### config.mk
export PLATFORM = sky130hd
export DESIGN_NAME = countdown_timer_16
export DESIGN_NICKNAME = d
export VERILOG_FILES = /design/src/rtl/countdown_timer_16_pkg.sv /design/src/rtl/countdown_timer_16_core.sv /design/src/rtl/countdown_timer_16.sv
export SDC_FILE = /design/constraint.sdc
export NUM_CORES = 1
export LEC_CHECK = 0
export CAP_MARGIN = 20
export CORE_MARGIN = 2
export CORE_UTILIZATION = 30
export CTS_CLUSTER_DIAMETER = 150
export DETAILED_ROUTE_END_ITERATION = 8
export SYNTH_ARGS = -nofsm -noshare
export SYNTH_HDL_FRONTEND = slang
export SYNTH_HIERARCHICAL = 1
export SYNTH_SLANG_ARGS = --single-unit
### constraint.sdc
create_clock -name clock -period 2.1 [get_ports clock]
set_input_delay 0.525 -clock clock [delete_from_list [all_inputs] [get_ports clock]]
set_output_delay 0.525 -clock clock [all_outputs]
set_load 0.02 [all_outputs]
### src/rtl/countdown_timer_16_pkg.sv
// countdown_timer_16_pkg: shared state encodings and default width for the countdown timer
package countdown_timer_16_pkg;
  localparam int BIT_SZ_DEF = 16;
  typedef enum logic [1:0] {
    ST_IDLE = 2'd0,
    ST_RUN  = 2'd1,
    ST_HOLD = 2'd2,
    ST_DONE = 2'd3
  } state_t;
endpackage

### src/rtl/countdown_timer_16_core.sv
// countdown_timer_16_core: count register with load, non-wrapping decrement and terminal detect
module countdown_timer_16_core
  import countdown_timer_16_pkg::*;
#(
  parameter int BIT_SZ = BIT_SZ_DEF
) (
  input  logic              clock,
  input  logic              reset,
  input  logic              ld,
  input  logic [BIT_SZ-1:0] ld_value,
  input  logic              dec,
  output logic [BIT_SZ-1:0] count,
  output logic              term
);
  localparam logic [BIT_SZ-1:0] ONE = {{(BIT_SZ-1){1'b0}}, 1'b1};
  assign term = dec && (count == ONE);
  // load wins over decrement; a zero count never decrements
  always_ff @(posedge clock or posedge reset)
    if (reset) count <= '0;
    else if (ld) count <= ld_value;
    else if (dec && count != '0) count <= count - ONE;
endmodule

### src/rtl/countdown_timer_16.sv
// countdown_timer_16: loadable down-counter with pause/resume and done pulse; COUNTDOWN_AUTO_RELOAD_EN adds auto-reload
module countdown_timer_16
  import countdown_timer_16_pkg::*;
#(
  parameter int BIT_SZ = BIT_SZ_DEF
) (
  input  logic              clock,
  input  logic              reset,
  input  logic              load,
  input  logic [BIT_SZ-1:0] load_value,
  input  logic              start,
  input  logic              pause,
  input  logic              enable,
  output logic [BIT_SZ-1:0] count,
  output logic              busy,
  output logic              done,
  output logic              zero
);
  state_t state, state_nxt;
  logic dec, term, rl, ld, done_nxt;
  logic [BIT_SZ-1:0] ld_val;
  assign dec = (state == ST_RUN) && !load && !pause && enable;
`ifdef COUNTDOWN_AUTO_RELOAD_EN
  logic [BIT_SZ-1:0] reload;
  // reload value tracks the last explicit load
  always_ff @(posedge clock or posedge reset)
    if (reset) reload <= '0;
    else if (load) reload <= load_value;
  assign rl = term && (reload != '0);
  assign ld_val = load ? load_value : reload;
`else
  assign rl = 1'b0;
  assign ld_val = load_value;
`endif
  assign ld = load || rl;
  countdown_timer_16_core #(.BIT_SZ(BIT_SZ)) u_core (
    .clock(clock),
    .reset(reset),
    .ld(ld),
    .ld_value(ld_val),
    .dec(dec),
    .count(count),
    .term(term)
  );
  // next state and done pulse; load overrides everything and drops any terminal tick
  always_comb begin
    state_nxt = state;
    done_nxt = 1'b0;
    case (state)
      ST_IDLE: state_nxt = !start ? ST_IDLE : (count != '0) ? ST_RUN : ST_DONE;
      ST_RUN:  state_nxt = pause ? ST_HOLD : (term && !rl) ? ST_DONE : ST_RUN;
      ST_HOLD: state_nxt = start ? ST_RUN : ST_HOLD;
      default: state_nxt = ST_IDLE;
    endcase
    done_nxt = !load && (term || (state == ST_IDLE && start && count == '0));
    if (load) state_nxt = ST_IDLE;
  end
  // state and registered done pulse
  always_ff @(posedge clock or posedge reset)
    if (reset) begin
      state <= ST_IDLE;
      done <= 1'b0;
    end else begin
      state <= state_nxt;
      done <= done_nxt;
    end
  assign busy = (state == ST_RUN) || (state == ST_HOLD);
  assign zero = (count == '0);
endmodule

==> run metrics <==
Inserted Diodes 0; cell taking the most area after synthesis dfrtp_1; Final ANT Viol Nets 0; fmax about 470 MHz; PD cells about 470 nW/um^2; Final WS setup -0.0129 ns; delay-heaviest family, CP simple AND/OR/NAND/NOR gates; total CTS buffers 3; CP peak stage delay 0.55 ns; global route overflow 0; Mean Syn Cell Area about 9 um^2; failing checks setup timing; Worst Setup EP u_core/count[13]; met3 Use GR 2.45%; layout cells sized above 1 a little over a third; Final Hold Viols 0; Detailed Routing Iterations Pass 1 5; CTS sink count 19; Crit Path Max Fanout 4; worst r2r src state[1]; HPWL after DPL ~3200 um; Reg-to-Reg End u_core/count[13]; met1 usage 22.7%; routing usage on met2 about a third; largest net degree at the start of global routing 25; routed wire length per instance between 15 and 20 um; critical path launch point type flip-flop; Final TNS setup -0.0189 ns; slowest stage cell, crit path or4b_1; Final setup viols 2; Die Ht between 70 and 80 um; Synth top cells by count 19 x dfrtp_1, 11 x o21ai_0; Max Slew Vio Count 0; die width 70.0 um; flops & latches, synth 19; critical path depth 9; CTS tree yes; relative max-transition margin between 70% and 80%; Via density around 5.3; DRT iter0 DRCs 24; Layout area overhead 78.4%; skew final around 0.0010 ns; Cells after Synth roughly 150; Post-CTS Hold Fix Bufs 0; Critical Path RT between 2 and 2.5 ns; CP Capture Type flip-flop; Tcrit/Tclk final 101%; Starting Density 30.7%; Yosys cell types 42; max-cap viol count 0; outcome complete, but fails checks; busiest grt layer met2; RSZ-0062 raised after global routing true; sequential-to-total area share from yosys stat a little over a third; R2R setup slack -0.01 ns; Post-layout nets 261; clock slew at reported path FFs 0.08 ns; most frequent cell after synthesis dfrtp_1; mapped cell area roughly 1300 um^2; antenna violations before repair 0; final cell count without fillers approximately 280; port bufs 40; Ys Warns 6; clock latency on the worst-skew pair approximately 0.26 ns; htree depth 1; most frequent cell on the critical path buf_6; Synth area leaders dfrtp_1 36%, ha_1 5.7%, nor4_1 4.3%, o21ai_0 4.2%, or4_1 2.9%; CTS Buffer Depth 2; GRT Resource Usage Total a little under a fifth; via count between 1500 and 2000; clock root buffer clkbuf_8; worst setup path start state[1]; core area about 4300 um^2; leak pwr between 0.0009 and 0.001 uW; actual slew at the worst max-slew pin 0.447 ns; Ports 41; Reg2Reg Depth 9; asr flop ratio synth 100%; CP Buf/Inv Count 3; gpl congestion a little over 0.9; WL final ~4600 um; first-pass GRT wire length roughly 7500 um; Tmin final about 2.1 ns; dpl ws -0.509 ns; Residual DRC 0; Main synth FF type dfrtp_1; Hold Slack approximately 0.47 ns; Post-synth EDFFs 0; Critical Path AT between 2 and 2.5 ns; Post-Syn Nets around 180; share of the synthesized area in the top cell type 36.4%; number of core rows 24; maximum vdd drop roughly 0.00022 V; die area roughly 4900 um^2; vias in the first global route 1572; Placed Instances ~270; worst path cell trace inv_2 > ha_4 > nand2b_4 > nor3b_4 > buf_6 > buf_6 > nand4_1 > or4b_1 > a31oi_1; Hold WC Path Type in -> async; critical path type reg -> reg
-- through the flow --
step / power, uW / instance area [um^2] / utilization (%)
floorplan: 582 / 1320 / -
global placement: 776 / 2040 / 47.7
detailed placement: 785 / 2040 / 47.7
CTS: 1080 / 2230 / 52.2
global route: 1160 / 2330 / 54.7
finish: 1100 / 2330 / 54.7
-- flip-flops by register name (all words and copies together) (netlist names) --
| signal | flops |
|---|---|
| state | 2 |
| u_core/count | 16 |
| done | 1 |
-- worst min-delay path by stage --
stage	depth (start not counted)	slack [ns]	startpoint	endpoint
2_1_floorplan	1	0.28	reset	done
3_5_place_dp	3	0.69	u_core/count[7]	u_core/count[7]
4_1_cts	2	0.46	reset	state[1]
3_3_place_gp	3	0.68	u_core/count[15]	u_core/count[15]
5_1_grt	2	0.47	reset	state[0]
6_report	2	0.47	reset	state[1]
-- timing repair --
item                       CTS  global route
setup endpoints to repair   15            14
setup buffers                5             5
resized for setup           24            20
pin swaps                   11            11
-- cells in the final DEF (no fill, tap or decap), types with 5 or more instances in the layout --
cell | netlist | final
buf_4 | 0 | 40
clkdlybuf4s50_1 | 0 | 35
dfrtp_1 | 19 | 15
o21ai_0 | 11 | 10
nor2_1 | 9 | 9
nand2_1 | 9 | 9
inv_1 | 9 | 8
buf_6 | 0 | 7
nor4_1 | 9 | 5
a31oi_1 | 5 | 5
a21oi_1 | 5 | 5
-- routing by layer --
layer  up-vias  share of wire [%]
li1        731                  -
met1       738                 43
met2        38                 51
met3         6                3.7
met4         0                1.7
met5         -                  0
-- power breakdown --
part / switching, uW / internal [uW]
registers: 34.7 / 397
clock network: 135 / 132
logic: 191 / 211
total: 361 / 741
-- area by class of cell --
class / instances / area, um^2
multi-input cells: 113 / 930
clock inverters: 1 / 5.00
repair buffers: 87 / 777
flip-flops and latches: 19 / 480
fillers: 383 / 1930
clock buffers: 3 / 41.3
well taps: 52 / 65.1
inverters: 9 / 33.8
-- kinds of logic after synthesis --
kind of cell,count (synthesis),share of synthesized area (%)
AND/OR/NAND/NOR,63,30.0
AO/OA/AOI/OAI,40,20.2
flip-flops,19,36.4
buffers and inverters,17,4.98
adder cells (fa/ha/maj),6,5.74
XOR/XNOR,3,2.01
multiplexers,1,0.766
Power figures use the tool's default switching activity.
